File: src/rtl/memory_access_unit.sv
// Memory-stage access controller for the y86 pipeline: decodes the M-stage
// instruction, runs one req/ack data-memory access per instruction and reports valM/stat.
module memory_access_unit #(
    parameter logic [63:0] MEM_SIZE = 64'h2000
) (
    input  logic        clk_i,
    input  logic        rst_i,
    input  logic [2:0]  M_stat_i,
    input  logic [3:0]  M_icode_i,
    input  logic [63:0] M_valE_i,
    input  logic [63:0] M_valA_i,
    input  logic        mem_advance_i,
    output logic        dmem_req_o,
    output logic        dmem_we_o,
    output logic [63:0] dmem_addr_o,
    output logic [63:0] dmem_wdata_o,
    input  logic        dmem_ack_i,
    input  logic [63:0] dmem_rdata_i,
    input  logic        dmem_err_i,
    output logic [63:0] m_valM_o,
    output logic [2:0]  m_stat_o,
    output logic        m_busy_o
);

    localparam logic [3:0] IRMMOVQ = 4'h4;
    localparam logic [3:0] IMRMOVQ = 4'h5;
    localparam logic [3:0] ICALL   = 4'h8;
    localparam logic [3:0] IRET    = 4'h9;
    localparam logic [3:0] IPUSHQ  = 4'hA;
    localparam logic [3:0] IPOPQ   = 4'hB;

    localparam logic [2:0] SAOK = 3'd1;
    localparam logic [2:0] SADR = 3'd3;

    typedef enum logic [1:0] {
        S_IDLE,
        S_BUSY,
        S_DONE
    } state_e;

    state_e      state_q, state_d;
    logic        req_we_q, req_we_d;
    logic [63:0] req_addr_q, req_addr_d;
    logic [63:0] req_wdata_q, req_wdata_d;
    logic [63:0] valM_q, valM_d;
    logic        err_q, err_d;

    logic        is_read;
    logic        is_write;
    logic [63:0] acc_addr;
    logic        stat_ok;
    logic        in_range;
    logic        need_access;
    logic        addr_fault;
    logic        req_active;

    // Instruction decode is purely combinational from the M register.
    always_comb begin
        // NOTE: every always_comb output gets a default first, so no path can infer a latch.
        is_read  = 1'b0;
        is_write = 1'b0;
        case (M_icode_i)
            IMRMOVQ, IPOPQ, IRET:  is_read  = 1'b1;
            IRMMOVQ, IPUSHQ, ICALL: is_write = 1'b1;
            default: ;
        endcase
    end

    // Stack pops and returns address through valA; everything else through valE.
    assign acc_addr    = (M_icode_i == IPOPQ || M_icode_i == IRET) ? M_valA_i : M_valE_i;
    assign stat_ok     = (M_stat_i == SAOK);
    assign in_range    = (acc_addr < MEM_SIZE);
    assign need_access = (is_read || is_write) && stat_ok && in_range;
    assign addr_fault  = (is_read || is_write) && stat_ok && !in_range;

    always_ff @(posedge clk_i or posedge rst_i) begin
        // NOTE: sequential state uses non-blocking assignment so all registers update from pre-edge values.
        if (rst_i) begin
            state_q     <= S_IDLE;
            req_we_q    <= 1'b0;
            req_addr_q  <= '0;
            req_wdata_q <= '0;
            valM_q      <= '0;
            err_q       <= 1'b0;
        end else begin
            state_q     <= state_d;
            req_we_q    <= req_we_d;
            req_addr_q  <= req_addr_d;
            req_wdata_q <= req_wdata_d;
            valM_q      <= valM_d;
            err_q       <= err_d;
        end
    end

    always_comb begin
        state_d     = state_q;
        req_we_d    = req_we_q;
        req_addr_d  = req_addr_q;
        req_wdata_d = req_wdata_q;
        valM_d      = valM_q;
        err_d       = err_q;
        req_active  = 1'b0;
        m_busy_o    = 1'b0;
        m_valM_o    = '0;
        m_stat_o    = M_stat_i;

        case (state_q)
            S_IDLE: begin
                if (addr_fault) begin
                    m_stat_o = SADR;
                end
                if (need_access) begin
                    m_busy_o    = 1'b1;
                    req_we_d    = is_write;
                    req_addr_d  = acc_addr;
                    req_wdata_d = is_write ? M_valA_i : '0;
                    valM_d      = '0;
                    err_d       = 1'b0;
                    state_d     = S_BUSY;
                end
            end
            S_BUSY: begin
                req_active = 1'b1;
                m_busy_o   = 1'b1;
                if (dmem_ack_i) begin
                    valM_d  = req_we_q ? 64'd0 : dmem_rdata_i;
                    err_d   = dmem_err_i;
                    state_d = S_DONE;
                end
            end
            S_DONE: begin
                // Holding here until M advances keeps a stalled instruction from re-issuing.
                m_valM_o = valM_q;
                m_stat_o = err_q ? SADR : M_stat_i;
                if (mem_advance_i) begin
                    state_d = S_IDLE;
                end
            end
            default: begin
                state_d = S_IDLE;
            end
        endcase
    end

    assign dmem_req_o   = req_active;
    assign dmem_we_o    = req_active & req_we_q;
    assign dmem_addr_o  = req_active ? req_addr_q  : 64'd0;
    assign dmem_wdata_o = req_active ? req_wdata_q : 64'd0;

endmodule

File: config.mk
export PLATFORM = sky130hd
export DESIGN_NAME = memory_access_unit
export DESIGN_NICKNAME = d
export VERILOG_FILES = /design/src/rtl/memory_access_unit.sv
export SDC_FILE = /design/constraint.sdc
export NUM_CORES = 1
export LEC_CHECK = 0
export ABC_AREA = 1
export ABC_CLOCK_PERIOD_IN_PS = 12500
export BUFFER_PORTS_ARGS = -buffer_cell sky130_fd_sc_hd__buf_2
export CAP_MARGIN = 20
export CORE_ASPECT_RATIO = 0.7
export CORE_MARGIN = 2
export CORE_UTILIZATION = 51
export CTS_CLUSTER_SIZE = 12
export DETAILED_ROUTE_END_ITERATION = 10
export GPL_TIMING_DRIVEN = 0
export PLACE_DENSITY = 0.83
export SYNTH_ARGS = -nofsm -noshare
export SYNTH_HDL_FRONTEND = slang
export SYNTH_SLANG_ARGS = --single-unit
File: constraint.sdc
create_clock -name clk_i -period 12.5 [get_ports clk_i]
set_input_delay 1.25 -clock clk_i [delete_from_list [all_inputs] [get_ports clk_i]]
set_output_delay 1.25 -clock clk_i [all_outputs]
set_load 0.005 [all_outputs]
==> results by group, run 1 <==
Worst setup path
  – CP max stage delay: 470 ps
  – CP max stage cell: nor2_2
  – R2r setup slk: about 11,000 ps
  – Delay-heaviest family, CP: buffers and inverters
  – Crit end category: output port
  – Worst Path Class, Setup: in2out
  – CP Cell Sequence: buf_2 -> inv_2 -> nor2_4 -> buf_4 -> o21bai_1 -> nand4_1 -> nor2_2 -> buf_2 -> buf_2 -> nand2_1 -> nand3_1 -> buf_2
  – CP Data Arrival Time: 3610 ps
  – CP max FO: 10
  – Critical Path Most Common Cell: buf_2
  – WP buf/inv: 6
  – Crit start category: primary input
  – Worst endpoint required time: 11,250 ps

CTS
  – Clock transition at path regs: 70 ps
  – Setup Fix Bufs, Post-CTS: 0
  – Skew-Pair Late Insertion Delay: approximately 430 ps
  – Number of H-tree levels: 4
  – TritonCTS clock tree: yes
  – Root buffer selected by CTS: clkbuf_16
  – Resize count post-CTS: 0
  – Clock Path Buffers: 2
  – Num CTS Buffers: 17
  – CTS sink count: a little under 200
  – Hold buffers post-CTS: 0

Finish
  – Sequential Area: between 0.004 and 0.005 sq mm
  – Multi-input gate area: just under 0.004 sq mm
  – Post-Layout Cell Count: between 2,000 and 2,500
  – Fillers: between 1,500 and 2,000
  – Share of cells above drive strength 1: between 20% and 30%
  – Fin util: 67.5%
  – Commonest cells after routing, fill and taps aside: nand2_1 (446), buf_2 (419), inv_1 (252)
  – Area delta synth->final: 28.7%
  – NumNets Final: approximately 2,100
  – Commonest non-fill, non-tap cell in the layout: nand2_1

Hold path
  – Worst hold-check path type: reg2reg

Timing
  – Max frequency: 206 MHz
  – RSZ-0062 raised after global routing: false
  – Worst relative slew slack: a little under 50%
  – Final worst-path cycle share: about two fifths
  – Setup TNS: 0 ps
  – Period minus WS final: 4860 ps
  – Clk_skew: about 7.0 ps
  – Slew Limit Fails: 0
  – Fin. Hold Viols: 0
  – Tightest Pin Transition: 777 ps
  – # setup viols final: 0

Floorplanning
  – Die height: around 120 um
  – # IOs: 402
  – Starting Density: between 50% and 60%
  – Die area: 0.0217 sq mm
  – Core Area: around 0.02 sq mm
  – Std cell rows: 43
  – Die Wd: between 150 and 200 um

Power
  – VDD IR-drop max: a little over 70 uV
  – Total power: about 1.3 mW
  – P_leak: between 7 and 8 nW
  – Power Density: approximately 97 mW/mm^2

Global routing
  – Pin count of the biggest net entering global routing: roughly 110
  – First-pass GRT wire length: between 50,000 and 60,000 um
  – Total track usage: 31.7%
  – Vias in the first global route: between 10,000 and 15,000
  – Total congestion overflow: 0
  – Initial antenna violation count: 3

Synthesis
  – Post-Synthesis Cells: 1,487
  – Post-synthesis sequential area ratio: 46.9%
  – Synth warn: 0
  – Mapped cell area: between 0.01 and 0.015 sq mm
  – Seq cells post-synth: slightly below 200
  – Syn Nets: approximately 1,700
  – Distinct cell type count after synthesis: 23
  – Avg Cell Area, Syn: slightly above 7 sq um

Detailed routing
  – Vias after detailed routing: around 11,000
  – DRT iter0 DRCs: 1,169
  – Drt total wl: between 30,000 and 40,000 um
  – Antenna viol nets, final: 0
  – 1st-pass router iterations: 6
  – Vias per inst: 5.10
  – Wire length per cell: between 15 and 20 um
  – DRC Markers: 0

Outcome
  – Status: finished, final reports clean

Place
  – I/O Buffers: roughly 400
  – DP Wirelength: 26,800 um
  – RD Place Congestion: 0.969
  – Inst Count DP: approximately 2,200

Flow run
  – Max-Cap Viols: 0
## per-layer routing
| metal | global-route usage, % | wire length [um] | up-vias |
|---|---|---|---|
| met5 | 0 | 0 | - |
| li1 | - | - | 5303 |
| met4 | 12.8 | 1330 | 0 |
| met3 | 6.38 | 3050 | 113 |
| met2 | 49.4 | 15500 | 588 |
| met1 | 43.8 | 14800 | 5196 |
## kinds of logic after synthesis
family	share of synthesized area [%]
simple gates	34.1
buf+inv	16.1
flops	46.9
compound gates	1.46
mux	1.40
## flip-flops by register name (all words and copies together), names as in the netlist
signal	cells
req_we_q	1
valM_q	64
err_q	1
req_wdata_q	64
req_addr_q	64
state_q	2
## where the power goes
part | leakage [nW] | switching [mW] | internal, mW
registers | 2.74 | 0.00000000000000000648 | 0.633
clock network | 0.300 | 0.278 | 0.289
logic | 4.71 | 0.0631 | 0.0385
## path summary, 6_finish.rpt
kind	start	end	cells past startpoint
max	M_icode_i[3]	m_stat_o[1]	12
min	valM_q[41]	valM_q[41]	2
max reg2reg	state_q[1]	req_addr_q[7]	7
min reg2reg	valM_q[41]	valM_q[41]	2
max in group asynchronous	rst_i	req_wdata_q[49]	3
min in group asynchronous	rst_i	req_addr_q[37]	2
## Yosys cell counts (all sizes together)
library cell  count  share of area (%)
o21bai            1              0.072
inv             307                 11
o311ai            1              0.084
nand4           133                7.9
o21ai            26                1.2
dfrtp           196                 47
nand3b            3               0.22
nand3            41                2.0
nand2           447                 16
clkbuf           60                2.2
mux2             13                1.4
nor2            218                7.9
buf              40                3.0
o22ai             1              0.060
## per-stage QoR
stage	setup WS (ps)	hold slack (ps)	area [sq um]
4_1_cts	7640	477	13500
3_3_place_gp	3740	453	12800
3_5_place_dp	7660	456	12800
2_1_floorplan	5910	442	10500
5_1_grt	7490	494	13500
6_report	7640	470	13500
## tightest hold or removal path, cell delays in order (launching register included)
cell and delay, ps:
dfrtp_1 340, nand2_1 50, nand2_1 40
## area by class of cell
class,instances,share of cell area [%]
well taps,270,2.51
repair buffers,402,15.1
multi-input cells,884,28.8
diodes,3,0.0558
plain buffers,100,3.99
clock buffers,17,3.16
clock inverters,15,1.38
inverters,307,8.61
flip-flops and latches,196,36.4
Note: power is estimated with default switching activity, not from simulation.
==> run 2, diff against run 1 <==
--- a/config.mk
+++ b/config.mk
@@ -6,16 +6,16 @@
 export NUM_CORES = 1
 export LEC_CHECK = 0
 export ABC_AREA = 1
-export ABC_CLOCK_PERIOD_IN_PS = 12500
+export ABC_CLOCK_PERIOD_IN_PS = 3900
 export BUFFER_PORTS_ARGS = -buffer_cell sky130_fd_sc_hd__buf_2
 export CAP_MARGIN = 20
 export CORE_ASPECT_RATIO = 0.7
 export CORE_MARGIN = 2
-export CORE_UTILIZATION = 51
+export CORE_UTILIZATION = 45
 export CTS_CLUSTER_SIZE = 12
 export DETAILED_ROUTE_END_ITERATION = 10
 export GPL_TIMING_DRIVEN = 0
-export PLACE_DENSITY = 0.83
+export PLACE_DENSITY = 0.77
 export SYNTH_ARGS = -nofsm -noshare
 export SYNTH_HDL_FRONTEND = slang
 export SYNTH_SLANG_ARGS = --single-unit
==> constraint.sdc (replaced) <==
create_clock -name clk_i -period 3.9 [get_ports clk_i]
set_input_delay 0.39 -clock clk_i [delete_from_list [all_inputs] [get_ports clk_i]]
set_output_delay 0.39 -clock clk_i [all_outputs]
set_load 0.005 [all_outputs]
==> results by group, run 2 (synthesized netlist as in run 1, its figures left out) <==
Finish
  – Fillers: 2,179 (+21%)
  – NumNets Final: 2,116 (+0.19%)
  – Area delta synth->final: 29.5%
  – Share of cells above drive strength 1: 28.5% (+0.11 points)
  – Largest registers: req_addr_q: 64 flops, req_wdata_q: 64 flops, valM_q: 64 flops
  – Commonest cells after routing, fill and taps aside: nand2_1 (446), buf_2 (419), inv_1 (252)
  – Commonest non-fill, non-tap cell in the layout: nand2_1
  – Post-route cell area: 0.0136 sq mm (+0.64%)

Hold path
  – Worst hold-check path type: in2async

Timing
  – Worst relative slew slack: 47.4% (-0.79 points)
  – Final WS setup: 757 ps (-6890 ps)
  – Tightest Pin Transition: 789 ps (+11.8 ps)
  – Setup TNS: 0 ps (unchanged)
  – Clk_skew: 16.9 ps (+9.93 ps)
  – Period minus WS final: approximately 3100 ps
  – Slew Limit Fails: 0 (unchanged)
  – Fin. Hold Viols: 0 (unchanged)
  – RSZ-0062 raised after global routing: false
  – # setup viols final: 0 (unchanged)
  – Max frequency: 318 MHz
  – Final worst-path cycle share: approximately four fifths

Detailed routing
  – Vias after detailed routing: 11,000 (-1.5%)
  – 1st-pass router iterations: 5 (-1)
  – DRT iter0 DRCs: 969 (-17%)
  – Antenna viol nets, final: 0 (unchanged)
  – Drt total wl: 35,400 um (+2.2%)
  – Wire length per cell: 15.8 um (+0.19%)
  – DRC Markers: 0 (unchanged)
  – Vias per inst: 4.93 (-3.5%)

Floorplanning
  – Die height: 132 um (+6.2%)
  – Starting Density: 46.0% (-6.4 points)
  – Die area: 0.0245 sq mm (+13%)
  – Die Wd: 186 um (+6.3%)
  – # IOs: 402 (unchanged)
  – Std cell rows: 46 (+7.0%)
  – Core Area: 0.0227 sq mm (+14%)

Worst setup path
  – CP Data Arrival Time: 2750 ps (-860 ps)
  – Crit end category: output port
  – Worst Path Class, Setup: in2out
  – CP max FO: 10 (unchanged)
  – Crit start category: primary input
  – Worst endpoint required time: 3510 ps (-7740 ps)

Flow run
  – Max-Cap Viols: 0 (unchanged)

Place
  – RD Place Congestion: 0.939 (-3.1%)
  – Placed cell area: 0.0130 sq mm (+0.94%)
  – Pre-CTS WS: 751 ps (-6910 ps)
  – I/O Buffers: 401 (unchanged)
  – DP Wirelength: 27,500 um (+2.8%)

Power
  – VDD IR-drop max: 257 uV (+250%)
  – Total power: 4.11 mW (+220%)
  – P_leak: 7.76 nW (+0.13%)
  – Power Density: 303 mW/mm^2 (+210%)

Outcome
  – Status: finished, final reports clean

CTS
  – Resize count post-CTS: 0 (unchanged)
  – Skew-Pair Late Insertion Delay: 440 ps (about the same)
  – Setup Fix Bufs, Post-CTS: 0 (unchanged)
  – Number of H-tree levels: 4 (unchanged)
  – Root buffer selected by CTS: clkbuf_16
  – CTS sink count: 196 (unchanged)
  – TritonCTS clock tree: yes
  – Clock Path Buffers: 2 (unchanged)
  – Num CTS Buffers: 17 (unchanged)
  – Clock transition at path regs: 80 ps (about the same)
  – Hold buffers post-CTS: 0 (unchanged)

Global routing
  – First-pass GRT wire length: 54,400 um (+2.1%)
  – Pin count of the biggest net entering global routing: 42 (-61%)
  – Total congestion overflow: 0 (unchanged)
  – Total track usage: 28.6% (-3.1 points)
  – Vias in the first global route: 10,300 (-1.1%)
  – Initial antenna violation count: 4 (+1)
==> run 2: changes by cell type in the layout (fill, tap and decap cells not counted) <==
cell        previous run  this run
clkinvlp_4             0         2
clkinv_2               1         0
clkinv_8               4         2
bufinv_16              1         0
buf_12                 0         5
buf_16                 1         0
clkbuf_8               0         1
==> run 2: report_power, final <==
group          internal, mW  leakage, nW  total (mW)          switching, mW
Clock                 0.871        0.281        1.74                  0.874
Combinational         0.131         4.73       0.338                  0.207
Sequential             2.03         2.74        2.03  0.0000000000000000198
==> run 2: cell type report <==
| type | count | area (sq um) | area share, % |
|---|---|---|---|
| Antenna cell | 3 | 7.51 | 0.0554 |
| Buffer | 100 | 537 | 3.96 |
| Clock buffer | 18 | 439 | 3.24 |
| Clock inverter | 13 | 138 | 1.02 |
| Inverter | 307 | 1160 | 8.53 |
| Multi-Input combinational cell | 884 | 3870 | 28.6 |
| Sequential cell | 196 | 4900 | 36.2 |
| Tap cell | 312 | 390 | 2.88 |
| Timing Repair Buffer | 406 | 2110 | 15.5 |
==> run 2: worst paths after layout <==
kind | from | to | slack (ps) | depth (start not counted)
setup reg to reg | state_q[1] | req_addr_q[7] | 1970 | 7
hold reg to reg | valM_q[63] | valM_q[63] | 470 | 2
setup / recovery | M_icode_i[3] | m_stat_o[1] | 760 | 12
max in group asynchronous | rst_i | req_wdata_q[52] | 2950 | 4
min in group clk_i | mem_advance_i | state_q[1] | 160 | 2
hold / removal | rst_i | req_addr_q[29] | 50 | 2
==> run 2: per-layer routing <==
layer	up-vias	global-route usage, %	part of all wire, %
li1	5302	-	-
met1	5092	40.5	44
met2	574	43.9	45
met3	67	6.01	8.7
met4	0	8.79	2.4
met5	-	0	0
==> run 2: through the flow <==
| step | hold slack, ps | cells | utilization (%) |
|---|---|---|---|
| 3_5_place_dp | 458 | 2205 | 57.0 |
| 5_1_grt | 87.0 | 2238 | 59.6 |
| 4_1_cts | 53.7 | 2236 | 59.6 |
| 6_report | 51.1 | 2239 | 59.6 |
| 2_1_floorplan | 442 | 1487 | - |
| 3_3_place_gp | 454 | 2200 | 56.6 |
==> run 2: critical path: stages <==
cell	delay (ps)
buf_2	170
inv_2	70
nor2_4	160
buf_4	230
o21bai_1	190
nand4_1	170
nor2_2	460
buf_2	330
buf_2	280
nand2_1	90
nand3_1	70
buf_2	140
==> run 3, diff against run 2 <==
--- a/config.mk
+++ b/config.mk
@@ -6,7 +6,7 @@
 export NUM_CORES = 1
 export LEC_CHECK = 0
 export ABC_AREA = 1
-export ABC_CLOCK_PERIOD_IN_PS = 3900
+export ABC_CLOCK_PERIOD_IN_PS = 2750
 export BUFFER_PORTS_ARGS = -buffer_cell sky130_fd_sc_hd__buf_2
 export CAP_MARGIN = 20
 export CORE_ASPECT_RATIO = 0.7
==> constraint.sdc (replaced) <==
create_clock -name clk_i -period 2.75 [get_ports clk_i]
set_input_delay 0.275 -clock clk_i [delete_from_list [all_inputs] [get_ports clk_i]]
set_output_delay 0.275 -clock clk_i [all_outputs]
set_load 0.005 [all_outputs]
==> results by group, run 3 (synthesized netlist as in run 1, its figures left out) <==
Finish
  – Share of cells above drive strength 1: 28.7% (+0.27 points)
  – NumNets Final: 2,119 (+0.14%)
  – Area delta synth->final: 29.8%
  – Post-Layout Cell Count: 2,242 (+0.13%)
  – Largest registers: req_addr_q: 64 flops, req_wdata_q: 64 flops, valM_q: 64 flops
  – Commonest cells after routing, fill and taps aside: nand2_1 (446), buf_2 (420), inv_1 (252)
  – Commonest non-fill, non-tap cell in the layout: nand2_1

Power
  – Sw Ratio: 26.0% (-0.24 points)
  – Power Density: 428 mW/mm^2 (+41%)
  – VDD IR-drop max: 363 uV (+41%)
  – P_leak: 7.78 nW (+0.29%)
  – Clock power frac: 42.2% (-0.2 points)
  – P_int: 4.30 mW (+42%)
  – Flop pwr share: 49.5% (about the same)
  – Comb pwr share: 8.2% (about the same)
  – Switch Pwr: 1.51 mW (+40%)

Detailed routing
  – Antenna viol nets, final: 0 (unchanged)
  – Vias after detailed routing: 11,000 (-0.23%)
  – Drt total wl: 35,400 um (-0.19%)
  – 1st-pass router iterations: 7 (+2)
  – Wire length per cell: 15.8 um (-0.33%)
  – DRC Markers: 0 (unchanged)
  – DRT iter0 DRCs: 921 (-5.0%)
  – Vias per inst: 4.91 (-0.36%)

Timing
  – # setup viols final: 0 (unchanged)
  – Period minus WS final: 2630 ps
  – Fin. Hold Viols: 0 (unchanged)
  – Clk_skew: 16.2 ps (-0.731 ps)
  – Setup TNS: 0 ps (unchanged)
  – RSZ-0062 raised after global routing: false
  – Max frequency: roughly 380 MHz
  – Slew Limit Fails: 0 (unchanged)
  – Final worst-path cycle share: roughly 96%
  – Tightest Pin Transition: 641 ps (-148 ps)
  – Worst relative slew slack: 56.7% (+9.3 points)

CTS
  – Skew-Pair Late Insertion Delay: 440 ps (about the same)
  – Clock Path Buffers: 2 (unchanged)
  – Root buffer selected by CTS: clkbuf_16
  – TritonCTS clock tree: yes
  – CTS sink count: 196 (unchanged)
  – Clock transition at path regs: 70 ps (about the same)
  – Number of H-tree levels: 4 (unchanged)
  – Num CTS Buffers: 17 (unchanged)

Worst setup path
  – Delay-heaviest family, CP: buffers and inverters
  – CP max FO: 10 (unchanged)
  – CP max stage cell: buf_2
  – Worst Path Class, Setup: in2out
  – CP Data Arrival Time: 2350 ps (-400 ps)
  – Crit start category: primary input
  – Critical Path Most Common Cell: buf_2
  – Crit end category: output port
  – Worst endpoint required time: 2480 ps (-1030 ps)
  – WP buf/inv: 6 (unchanged)
  – CP Cell Sequence: buf_2 -> inv_2 -> nor2_4 -> buf_4 -> o21bai_1 -> nand4_1 -> nor2_4 -> buf_2 -> buf_2 -> nand2_1 -> nand3_1 -> buf_2
  – CP max stage delay: 290 ps (-170 ps)

Place
  – RD Place Congestion: 0.939 (unchanged)
  – DP Wirelength: 27,500 um (unchanged)
  – Inst Count DP: 2,205 (unchanged)
  – I/O Buffers: 401 (unchanged)

Floorplanning
  – Die Wd: 186 um (unchanged)
  – Starting Density: 46.0% (unchanged)
  – # IOs: 402 (unchanged)
  – Die height: 132 um (unchanged)
  – Std cell rows: 46 (unchanged)
  – Die area: 0.0245 sq mm (unchanged)
  – Core Area: 0.0227 sq mm (unchanged)

Global routing
  – Total track usage: 28.6% (unchanged)
  – First-pass GRT wire length: 54,400 um (unchanged)
  – Total congestion overflow: 0 (unchanged)
  – Pin count of the biggest net entering global routing: 42 (unchanged)
  – Vias in the first global route: 10,300 (unchanged)
  – Initial antenna violation count: 4 (unchanged)

Outcome
  – Status: finished, final reports clean

Hold path
  – Worst hold-check path type: in2reg

Flow run
  – Max-Cap Viols: 0 (unchanged)
[run 3: worst paths after layout]
kind	startpoint	end	slack, ps	cells after the start
worst max-delay path	M_icode_i[3]	m_stat_o[1]	120	12
worst min-delay path	mem_advance_i	state_q[1]	40	2
worst max register to register	state_q[0]	valM_q[57]	780	6
worst min register to register	req_addr_q[63]	req_addr_q[63]	470	2
max in group asynchronous	rst_i	req_wdata_q[52]	1370	5
min in group asynchronous	rst_i	req_addr_q[29]	490	3
[run 3: final cells by class]
cell class	count	area, sq um
Clock inverter	13	138
Multi-Input combinational cell	884	3880
Timing Repair Buffer	409	2130
Antenna cell	3	7.51
Inverter	307	1160
Tap cell	312	390
Fill cell	2180	9150
Buffer	100	542
Sequential cell	196	4900
Clock buffer	18	439
[run 3: layer usage]
layer | global-route usage [%] | vias up | wire, um
li1 | - | 5309 | -
met2 | 43.9 | 549 | 16000
met4 | 8.79 | 0 | 797
met1 | 40.5 | 5096 | 15600
met3 | 6.01 | 56 | 3020
met5 | 0 | - | 0
[run 3: power groups by stage]
stage	Combinational [mW]	Clock [mW]	Sequential, mW
finish	0.480	2.46	2.88
global route	0.525	2.64	2.88
CTS	0.473	2.51	2.88
detailed placement	0.470	0	2.94
global placement	0.450	0	2.94
floorplan	0.200	0	2.94
[run 3: per-stage QoR]
stage | instance area (sq um) | hold WS, ps | power (mW) | util [%] | setup slack, ps
finish | 13600 | 41.0 | 5.81 | 59.8 | 120
global route | 13600 | 38.4 | 6.04 | 59.8 | 29.3
CTS | 13600 | 26.9 | 5.86 | 59.6 | -20.4
detailed placement | 13000 | 407 | 3.41 | 57.0 | -169
global placement | 12900 | 454 | 3.39 | 56.6 | -1290
floorplan | 10500 | 378 | 3.14 | - | -57.4
[run 3: what timing repair did]
action / in CTS / in global routing
endpoints found under the setup margin: 42 / 23
hold endpoints to repair: 25 / 0
pin swaps: 0 / 1
hold buffers: 1 / 0
setup buffers: 0 / 2
gates resized for setup: 2 / 7
